## src/rtl/regfile_pkg.sv

```systemverilog
// Shared constants and types for the register file and its write-back path.
//   WIDTH    : data word width
//   NUM_REGS : architectural register count
//   ADDR_W   : register address width, derived from NUM_REGS
//   reg_addr_t / word_t : register address and data word types
package regfile_pkg;

  localparam int WIDTH    = 32;
  localparam int NUM_REGS = 32;
  localparam int ADDR_W   = $clog2(NUM_REGS);

  typedef logic [ADDR_W-1:0] reg_addr_t;
  typedef logic [WIDTH-1:0]  word_t;

endpackage

```

## src/rtl/rr_arbiter.sv

```systemverilog
// Purely combinational round-robin arbiter.
// Searches req starting at ptr and wrapping modulo N; the first set bit wins.
//   req       in  N   request vector
//   ptr       in  IW  index searched first
//   grant     out N   one-hot grant (all zero when nothing is requested)
//   grant_idx out IW  index of the granted requester (0 when no grant)
module rr_arbiter #(
  parameter int N  = 3,
  parameter int IW = $clog2(N)
) (
  input  logic [N-1:0]  req,
  input  logic [IW-1:0] ptr,
  output logic [N-1:0]  grant,
  output logic [IW-1:0] grant_idx
);

  // Walk the N candidates in priority order and latch onto the first request.
  // ptr is always < N in practice, so one conditional subtract keeps the
  // candidate index in range.
  always_comb begin
    int   cand;
    logic found;
    grant     = '0;
    grant_idx = '0;
    found     = 1'b0;
    cand      = 0;
    for (int k = 0; k < N; k++) begin
      cand = int'(ptr) + k;
      if (cand >= N) cand = cand - N;
      if (!found && req[cand]) begin
        found       = 1'b1;
        grant[cand] = 1'b1;
        grant_idx   = IW'(cand);
      end
    end
  end

endmodule

```

## src/rtl/regfile_writeback_arbiter.sv

```systemverilog
// Shares the register file's single write port among NUM_REQ write-back
// sources with round-robin arbitration, registers the winning write onto the
// register file port, and tracks a pending-write bit per register.
//   clk           in   clock, rising edge
//   reset         in   asynchronous, active-low reset
//   req_valid     in   per-requester write pending
//   req_addr      in   per-requester destination register
//   req_data      in   per-requester write data
//   req_ready     out  one-hot grant (combinational)
//   reserve_valid in   issue stage reserves a destination register
//   reserve_addr  in   register being reserved
//   busy          out  pending-write bit per register
//   register_load out  register file write enable
//   address_D     out  register file write address
//   bus_D         out  register file write data
//   wb_error      out  sticky: a write committed to a register not marked busy
module regfile_writeback_arbiter
  import regfile_pkg::*;
#(
  parameter int NUM_REQ = 3
) (
  input  logic                      clk,
  input  logic                      reset,
  input  logic [NUM_REQ-1:0]        req_valid,
  input  reg_addr_t [NUM_REQ-1:0]   req_addr,
  input  word_t [NUM_REQ-1:0]       req_data,
  output logic [NUM_REQ-1:0]        req_ready,
  input  logic                      reserve_valid,
  input  reg_addr_t                 reserve_addr,
  output logic [NUM_REGS-1:0]       busy,
  output logic                      register_load,
  output reg_addr_t                 address_D,
  output word_t                     bus_D,
  output logic                      wb_error
);

  localparam int IW = $clog2(NUM_REQ);

  logic [IW-1:0]       rr_ptr;
  logic [NUM_REQ-1:0]  grant;
  logic [IW-1:0]       grant_idx;
  logic                handshake;
  logic [NUM_REGS-1:0] busy_next;

  rr_arbiter #(.N(NUM_REQ), .IW(IW)) u_arb (
    .req       (req_valid),
    .ptr       (rr_ptr),
    .grant     (grant),
    .grant_idx (grant_idx)
  );

  // The arbiter only grants valid requesters, so any grant is a handshake.
  assign req_ready = grant;
  assign handshake = |grant;

  // Pointer moves just past the winner so it gets lowest priority next time.
  always_ff @(posedge clk or negedge reset) begin
    if (!reset) begin
      rr_ptr <= '0;
    end else if (handshake) begin
      rr_ptr <= (grant_idx == IW'(NUM_REQ - 1)) ? '0 : grant_idx + IW'(1);
    end
  end

  // Output stage drives the register file directly. Writes to r0 still
  // update address/data but never assert the write enable.
  always_ff @(posedge clk or negedge reset) begin
    if (!reset) begin
      register_load <= 1'b0;
      address_D     <= '0;
      bus_D         <= '0;
    end else if (handshake) begin
      register_load <= (req_addr[grant_idx] != '0);
      address_D     <= req_addr[grant_idx];
      bus_D         <= req_data[grant_idx];
    end else begin
      register_load <= 1'b0;
    end
  end

  // Clear on commit first, then apply the reserve so a same-cycle reserve
  // of the committing register leaves it pending. r0 is never pending.
  always_comb begin
    busy_next = busy;
    if (register_load) busy_next[address_D] = 1'b0;
    if (reserve_valid && (reserve_addr != '0)) busy_next[reserve_addr] = 1'b1;
    busy_next[0] = 1'b0;
  end

  always_ff @(posedge clk or negedge reset) begin
    if (!reset) begin
      busy     <= '0;
      wb_error <= 1'b0;
    end else begin
      busy <= busy_next;
      if (register_load && !busy[address_D]) wb_error <= 1'b1;
    end
  end

endmodule

```

## config.mk

```make
export PLATFORM = sky130hd
export DESIGN_NAME = regfile_writeback_arbiter
export DESIGN_NICKNAME = d
export VERILOG_FILES = /design/src/rtl/regfile_pkg.sv /design/src/rtl/rr_arbiter.sv /design/src/rtl/regfile_writeback_arbiter.sv
export SDC_FILE = /design/constraint.sdc
export NUM_CORES = 1
export LEC_CHECK = 0
export CORE_MARGIN = 2
export CORE_UTILIZATION = 45
export CTS_BUF_LIST = sky130_fd_sc_hd__clkbuf_16
export DETAILED_ROUTE_END_ITERATION = 16
export PLACE_DENSITY = 0.83
export SETUP_SLACK_MARGIN = 0.2
export SLEW_MARGIN = 40
export SYNTH_ARGS = -nofsm -noshare
export SYNTH_HDL_FRONTEND = slang
export SYNTH_SLANG_ARGS = --single-unit
```

## constraint.sdc

```tcl
create_clock -name clk -period 5.5 [get_ports clk]
set_clock_uncertainty 0.15 [all_clocks]
set_input_delay 1.65 -clock clk [delete_from_list [all_inputs] [get_ports clk]]
set_output_delay 1.65 -clock clk [all_outputs]
set_load 0.02 [all_outputs]
```

Word level (Yosys, flattened, before mapping)
Index checks and enable logic that the tools add are counted.
{"block": "totals", "register_bits": 72, "input_bits": 122, "out_inout_bits": 74}
{"block": "op_classes", "add_sub_neg": 6, "order_cmp": 14, "n_eq_ne": 1, "muxes": 40, "n_bitwise": 5, "reduce_logical": 15}
{"operator": "32-bit 2-to-1 mux", "count": 6}
{"operator": "32-bit by 1-bit >= comparator with 1-bit output, second input constant", "count": 3}
{"operator": "32-bit by 4-bit < comparator with 1-bit output, second input constant", "count": 3}
{"operator": "32-bit binary-select mux with 2-bit select", "count": 1}
{"operator": "32-bit by 3-bit >= comparator with 1-bit output, second input constant", "count": 2}
{"operator": "32-bit by 3-bit subtractor with 32-bit output, second input constant", "count": 2}
{"operator": "32-bit bitwise AND", "count": 1}
{"operator": "32-bit NOT", "count": 1}
{"operator": "32-bit OR", "count": 1}
{"operator": "1-bit 2-to-1 mux", "count": 15}
{"operator": "5-bit by 6-bit < comparator with 1-bit output, second input constant", "count": 2}
{"operator": "5-bit binary-select mux with 2-bit select", "count": 1}
{"operator": "1-bit demux with 5-bit select", "count": 2}
{"operator": "5-bit by 1-bit >= comparator with 1-bit output, second input constant", "count": 2}
{"operator": "5-bit nonzero test", "count": 2}
{"operator": "1-bit logical AND", "count": 9}
{"operator": "3-bit 2-to-1 mux", "count": 3}
{"operator": "2-bit 2-to-1 mux", "count": 4}
{"operator": "1-bit binary-select mux with 2-bit select", "count": 3}
{"operator": "1-bit demux with 2-bit select", "count": 3}
{"operator": "3-bit OR", "count": 2}
{"operator": "1-bit binary-select mux with 5-bit select", "count": 1}
{"operator": "5-bit 2-to-1 mux", "count": 1}
{"operator": "2-bit by 1-bit adder with 3-bit output, second input constant", "count": 1}
{"operator": "8 further kinds", "count": 10}

Depth between registers and ports, before layout
Gate-level depths: netlist of run 1.
{"block": "depth", "depth_word": 16, "depth_mapped": 11, "mapped_depth_nobuf": 9}

Modules after synthesis
From an unflattened synthesis of run 1, not the netlist that was laid out.
{"block": "unflattened", "hier_cells": 462, "hier_area_um2": 4141.5}
{"mod": "regfile_writeback_arbiter", "instances": 1, "cells_per_inst": 410, "area_each_um2": 3808.7, "seq_area_each_um2": 1801.7}
{"mod": "rr_arbiter", "instances": 1, "cells_per_inst": 52, "area_each_um2": 332.8, "seq_area_each_um2": 0.0}

Worst setup path after synthesis of run 1
Ideal clock, no wire load.
{"block": "synth_timing", "path_kind": "input to output", "startpoint": "input port req_valid[1]", "endpoint": "output port req_ready[0]", "arrival_ps": 2604, "path_slack_ps": 1096, "stages": 5, "path_cell_list": "nor2b_2 > nand2_1 > o21ai_1 > a22oi_1 > o21ai_1"}
{"block": "synth_via", "elab_chain_len": 10, "elab_cells_between_ends": 20, "cone_classes": "14 x mux; 2 x bitwise; 4 x reduce/logical"}
{"element": "from (decl)", "line": "regfile_writeback_arbiter.sv:24", "text": "input logic [NUM_REQ-1:0] req_valid,"}
{"element": "1-bit binary-select mux with 2-bit select", "line": "rr_arbiter.sv:30", "text": "if (!found && req[cand]) begin"}
{"element": "1-bit 2-to-1 mux (implied by the code) (2 in series)", "line": "rr_arbiter.sv:30"}
{"element": "1-bit 2-to-1 mux", "line": "rr_arbiter.sv:30"}
{"element": "1-bit logical NOT", "line": "rr_arbiter.sv:30"}
{"element": "1-bit logical AND", "line": "rr_arbiter.sv:30"}
{"element": "1-bit 2-to-1 mux", "line": "rr_arbiter.sv:30"}
{"element": "1-bit logical NOT", "line": "rr_arbiter.sv:30"}
{"element": "1-bit logical AND", "line": "rr_arbiter.sv:30"}
{"element": "3-bit 2-to-1 mux (*)", "line": "rr_arbiter.sv:30"}
{"element": "to (decl)", "line": "regfile_writeback_arbiter.sv:27", "text": "output logic [NUM_REQ-1:0] req_ready,"}
Mark *: on every way between the ends. The rest lies on a longest branch, timed or not. The select of a mux whose other input is x is not followed.

Worst setup path in the final report of run 1
{"block": "layout_timing", "startpoint": "input port req_valid[1]", "endpoint": "output port req_ready[2]"}
The elaborated chain is that of the path after synthesis.

==> results of run 1 <==
## kinds of logic (layout without fill, tap and decap cells)
| group | count (synthesis) | count (layout) |
|---|---|---|
| other | 1 | 1 |
| and+or+nand+nor | 87 | 87 |
| muxes | 91 | 91 |
| adders and majority gates | 4 | 4 |
| buffers and inverters | 29 | 227 |
| AOI/OAI and AO/OA | 123 | 123 |
| DFF | 72 | 72 |
## placed cells by master, fill, tap and decap left out, types with 4 or more instances in the layout
cell and count:
mux4_2 7, mux2_2 36, mux2_1 4, ha_1 4, or3_1 5, inv_1 9, o21ai_0 87, nor2_1 7
nand3b_1 6, clkdlybuf4s50_1 190, o21ai_1 13, mux2i_1 43, dfrtp_1 72, nand2_1 44, buf_4 8, nand3_1 13
clkbuf_16 9
## synth_stat cells, drive strengths merged, types with 2 or more instances
cell     count
dfrtp       72
ha           4
a211oi       2
nor2b        4
buf         13
o21ai      100
nor2         7
or3b         2
mux2i       43
o22ai        3
nand3b       6
a31oi        2
nand2       45
mux2        41
inv          9
or3          5
a2bb2oi      2
clkbuf       7
nand3       13
mux4         7
a21oi        4
a22oi        3
## per-stage QoR
stage               instance area [um2]  util (%)
CTS                                6530      71.3
detailed placement                 6230      68.1
global route                       6530      71.4
finish                             6530      71.4
floorplan                          4220         -
global placement                   6230      68.0
## area by class of cell
cell class | instances | area, um2 | share of cell area [%]
Timing Repair Buffer | 202 | 2000 | 30.6
Inverter | 9 | 33.8 | 0.517
Sequential cell | 72 | 1800 | 27.6
Clock inverter | 7 | 71.3 | 1.09
Tap cell | 111 | 139 | 2.13
Multi-Input combinational cell | 306 | 2260 | 34.6
Clock buffer | 9 | 225 | 3.45
## routing by layer
layer | part of all wire, % | GRT usage, %
met5 | 0 | 0
met4 | 1.5 | 8.43
met3 | 10 | 6.38
met2 | 51 | 46.8
met1 | 37 | 30.8
## sequential cells by signal (all words and copies together) (netlist names)
register,count
rr_ptr,2
address_D,5
bus_D,32
busy,31
register_load,1
wb_error,1
## worst max-delay path: cells and delay by family
kind | cells | cell delay [ns]
AO/OA/AOI/OAI | 2 | 0.46
buffers and inverters | 2 | 0.90
AND/OR/NAND/NOR | 2 | 0.37
## worst paths after layout
| path | cells past startpoint | endpoint | slack [ns] | from |
|---|---|---|---|---|
| setup / recovery | 6 | req_ready[2] | 0.33 | req_valid[1] |
| hold / removal | 1 | bus_D[2] | 0.35 | bus_D[2] |
| setup reg to reg | 10 | register_load | 2.19 | rr_ptr[1] |
| hold reg to reg | 1 | bus_D[2] | 0.35 | bus_D[2] |
| max in group asynchronous | 1 | bus_D[20] | 3.57 | reset |
| min in group asynchronous | 1 | busy[23] | 1.17 | reset |
## power breakdown
part	leakage [nW]	switching (mW)	total [mW]	internal, mW
combinational	1.75	1.39	2.77	1.38
clock	0.139	0.228	0.579	0.351
sequential	0.819	0.243	1.06	0.812
total	2.71	1.86	4.40	2.54
==> results.toml, run 1 <==
[yosys]
synth_cells = 407
yosys.area_share.simple_pct = 10.4
synth_warnings = 0
syn-num-nets = 533
synth_compound_area_share_pct = 16.7
synthFlopType = "dfrtp_1"
synth_top_area_cell = "dfrtp_1"
synth_top_area_share_pct = 42.7
synth_fa_ha_area_share_pct = 1.18
synth-xor-area-share_pct = 0
synth-seq-cells = 72
synth.area.top_cells = "dfrtp_1, o21ai_0, mux2i_1"
yosys-mux-area-fraction_pct = 24.9
async_reset_ff_share_pct = 100
synth_area_mm2 = 0.00422
avgSynthCellArea_um2 = 10.4
seq_area_frac_synth_pct = 42.7
synth_cell_types = 42
synth_top_family_by_area = "multiplexers"
synth_edf_count = 0

[routing]
drcViolationCount = 0
num_vias = 4158
ant_nets = 0
wl_per_cell_um = 19.3
drt-initial-drc-count = 191
first_pass_iters = 5
vias_per_cell = 5.81
wl_um = 13800

[cells_and_area]
area_growth_pct = 54.6
fin_nets = 726
drive_above_1_share_pct = 13.1
antenna_cells = 0
stdcell_count = 716
nFillCells = 685

[floorplan]
die_h_um = 101
start_util_pct = 46.2
die_w_um = 101
ios = 196
die-area_mm2 = 0.0102
num_rows = 35
core_area_mm2 = 0.00915

[critical_path]
worstSetupPathType = "in -> out"
worst_ep_arrival_time_ns = 3.37
required_ns = 3.70
worst_setup_path_end_kind = "output pin"
start_kind = "primary input"
crit_chain = "clkdlybuf4s50_1 -> nor2b_4 -> nor2_1 -> a211oi_1 -> a21oi_2 -> dlygate4sd2_1"
max_stage_delay_ns = 0.56
worstPathMaxFanout = 6
worst_path_max_delay_cell = "clkdlybuf4s50_1"

[clocking]
tritoncts.num_buffers = 9
cts_setup_buffers = 0
cts_tree = "done"
cts_resized = 4
clkLatencyLatePin_ns = 0.33
clkSlewWorstSetupHoldPaths_ns = 0.06
root_buffer = "clkbuf_16"
numClockSinks = 72
h-tree-depth = 3
cts_hold_buf = 0
cts_buffer_depth = 2

[placement]
gp_congestion = 0.955
place_inst = 700
port_buffers = 194
place_ws_ns = 0.00791
hpwl_um = 10200

[sta]
setup_ws_ns = 0.325
setup_viol = 0
clock.fmax_mhz = 193
rsz0062_at_grt = "false"
min_period_over_period_pct = 94.1
slew_headroom_pct = 53.4
slew_viol_final = 0
worst_pin_slew_ns = 0.699
hold_viol = 0
fin_crit_ns = 5.17
holdWs_ns = 0.353
tns_ns = 0

[global_routing]
grt_first_pass_wirelength_um = 20800
grt_max_degree = 73
antenna_found_initial = 0
overflow = 0
grt_usage_pct = 26.2
grt_pass1_vias = 4091

[pwr]
peakVddDrop_mv = 0.423
p_leak_nw = 2.71
cellPowerDensity_mw_per_mm2 = 674
power_mw = 4.40

[min_path]
min_path_type = "reg -> reg"

[job]
max-cap-violations = 0

[outcome]
status = "finished, final reports clean"
Note: power is estimated with default switching activity, not from simulation.
==> inputs of run 2 (changes only) <==
--- a/config.mk
+++ b/config.mk
@@ -6,10 +6,12 @@
 export NUM_CORES = 1
 export LEC_CHECK = 0
 export CORE_MARGIN = 2
-export CORE_UTILIZATION = 45
+export CORE_UTILIZATION = 50
 export CTS_BUF_LIST = sky130_fd_sc_hd__clkbuf_16
+export CTS_CLUSTER_DIAMETER = 30
 export DETAILED_ROUTE_END_ITERATION = 16
-export PLACE_DENSITY = 0.83
+export DONT_BUFFER_PORTS = 1
+export PLACE_DENSITY = 0.62
 export SETUP_SLACK_MARGIN = 0.2
 export SLEW_MARGIN = 40
 export SYNTH_ARGS = -nofsm -noshare
==> constraint.sdc (replaced) <==
create_clock -name clk -period 5.7 [get_ports clk]
set_clock_uncertainty 0.15 [all_clocks]
set_input_delay 1.71 -clock clk [delete_from_list [all_inputs] [get_ports clk]]
set_output_delay 1.71 -clock clk [all_outputs]
set_load 0.02 [all_outputs]
==> run 2 against run 1 <==
  * Non-clock buffer count shrank 200
  * Utilization shrank 16 points
  * Global-route usage shrank 4.2 points
  * Count of clock-buffer cells in the layout is the same
  * Sequential cell count is the same
  * Sequential power grew 28%
  * Via count shrank 24%
  * Hold slack gained 0.066 ns
  * Worst setup slack gained 0.71 ns
  * Critical path type unchanged
  * Largest power group unchanged
==> results.toml, run 2 (synthesis results as in run 1) <==
[outcome]
status = "finished, final reports clean"

[clocking]
tritoncts.num_buffers = 9
cts_buffer_depth = 2
clkLatencyLatePin_ns = 0.32
numClockSinks = 72
cts_resized = 0
root_buffer = "clkbuf_16"
cts_hold_buf = 0
cts_setup_buffers = 0
h-tree-depth = 3
cts_tree = "done"
clkSlewWorstSetupHoldPaths_ns = 0.06

[routing]
first_pass_iters = 4
drt-initial-drc-count = 149
wl_per_cell_um = 20.3
num_vias = 3169
ant_nets = 0
drcViolationCount = 0
wl_um = 10300
vias_per_cell = 6.23

[pwr]
intPower_mw = 1.93
switching_power_mw = 1.58
comb_power_share_pct = 46.2
switching_share_pct = 45.1
cellPowerDensity_mw_per_mm2 = 777
p_leak_nw = 1.91
pwr-share-seq_pct = 38.7
power_mw = 3.51
clockPowerShare_pct = 15.0
peakVddDrop_mv = 0.287

[critical_path]
start_kind = "primary input"
worst_ep_arrival_time_ns = 2.80
crit_chain = "nor2b_2 -> nand2_1 -> o21ai_1 -> a22oi_1 -> o21ai_1"
cp_common_cell = "o21ai_1"
required_ns = 3.84
worst_setup_path_end_kind = "output pin"
worstSetupPathType = "in -> out"
max_stage_delay_ns = 0.50
worstPathMaxFanout = 6
worst_path_max_delay_cell = "o21ai_1"

[sta]
clock.fmax_mhz = 215
tns_ns = 0
setup_viol = 0
worst_pin_slew_ns = 0.765
fin_crit_ns = 4.66
slew_viol_final = 0
holdWs_ns = 0.419
slew_headroom_pct = 49.0
min_period_over_period_pct = 81.8
rsz0062_at_grt = "false"
hold_viol = 0

[cells_and_area]
largest_register = "bus_D"
antenna_cells = 0
area_growth_pct = 6.96
post-route-util_pct = 55.0
mostFrequentLayoutCells = "o21ai_0, dfrtp_1, nand2_1"
largest_reg_flops = 32
top_regs = "bus_D: 32 flops, busy: 31 flops, address_D: 5 flops"
fin_nets = 526
drive_above_1_share_pct = 17.3
layout_commonest_cell = "o21ai_0"

[floorplan]
start_util_pct = 51.4
die-area_mm2 = 0.00920
die_w_um = 95.9
num_rows = 33
ios = 196
core_area_mm2 = 0.00822
die_h_um = 95.9

[placement]
gp_congestion = 0.791
port_buffers = 0
hpwl_um = 7390

[global_routing]
grt_pass1_vias = 3021
overflow = 0
antenna_found_initial = 0
grt_usage_pct = 22.0
grt_first_pass_wirelength_um = 15200
grt_max_degree = 73

[min_path]
min_path_type = "reg -> reg"

[job]
max-cap-violations = 0
## run 2: cell types whose count changed in the layout (fill, tap and decap cells not counted), moves of 2 or more
cell	change
buf_4	-7
dlygate4sd2_1	-3
clkdlybuf4s50_1	-190
clkinvlp_4	-2
clkinv_2	+2
## run 2: worst paths after layout
| path | startpoint | slack, ns | depth (start not counted) | end |
|---|---|---|---|---|
| worst max-delay path | req_valid[1] | 1.04 | 5 | req_ready[0] |
| worst min-delay path | rr_ptr[0] | 0.42 | 1 | rr_ptr[0] |
| worst max register to register | rr_ptr[0] | 2.38 | 9 | register_load |
| worst min register to register | rr_ptr[0] | 0.42 | 1 | rr_ptr[0] |
| max in group asynchronous | reset | 4.35 | 0 | busy[1] |
| min in group asynchronous | reset | 0.93 | 0 | bus_D[4] |
## run 2: metal layers
layer  wire length [um]  track usage, %  part of all wire (%)  vias up
met3               1140            8.77                    11        8
met4                101            7.14                  0.98        0
met1               4150            27.4                    40     1533
met2               4920            35.1                    48      153
li1                   -               -                     -     1475
met5                  0               0                     0        -
## run 2: critical path: cells and delay by family
kind	cells	cell delay [ns]
AO/OA/AOI/OAI	3	0.71
AND/OR/NAND/NOR	2	0.37
## run 2: power groups by stage
stage / Combinational, mW / Sequential, mW / Clock [mW]
floorplan: 1.53 / 1.24 / 0
global placement: 1.60 / 1.37 / 0
detailed placement: 1.63 / 1.37 / 0
CTS: 1.63 / 1.37 / 0.539
global route: 1.80 / 1.40 / 0.562
finish: 1.62 / 1.36 / 0.528
## run 2: through the flow
step	cell area, um2	worst slack (ns)	std cells
2_1_floorplan	4220	1.18	407
3_3_place_gp	4230	1.08	493
3_5_place_dp	4230	1.03	493
4_1_cts	4510	1.04	508
5_1_grt	4520	0.902	509
6_report	4520	1.04	509
## run 2: layout make-up
| type | instances | area [um2] |
|---|---|---|
| Clock buffer | 9 | 225 |
| Clock inverter | 6 | 52.6 |
| Fill cell | 728 | 3700 |
| Inverter | 9 | 33.8 |
| Multi-Input combinational cell | 306 | 2260 |
| Sequential cell | 72 | 1800 |
| Tap cell | 105 | 131 |
| Timing Repair Buffer | 2 | 12.5 |
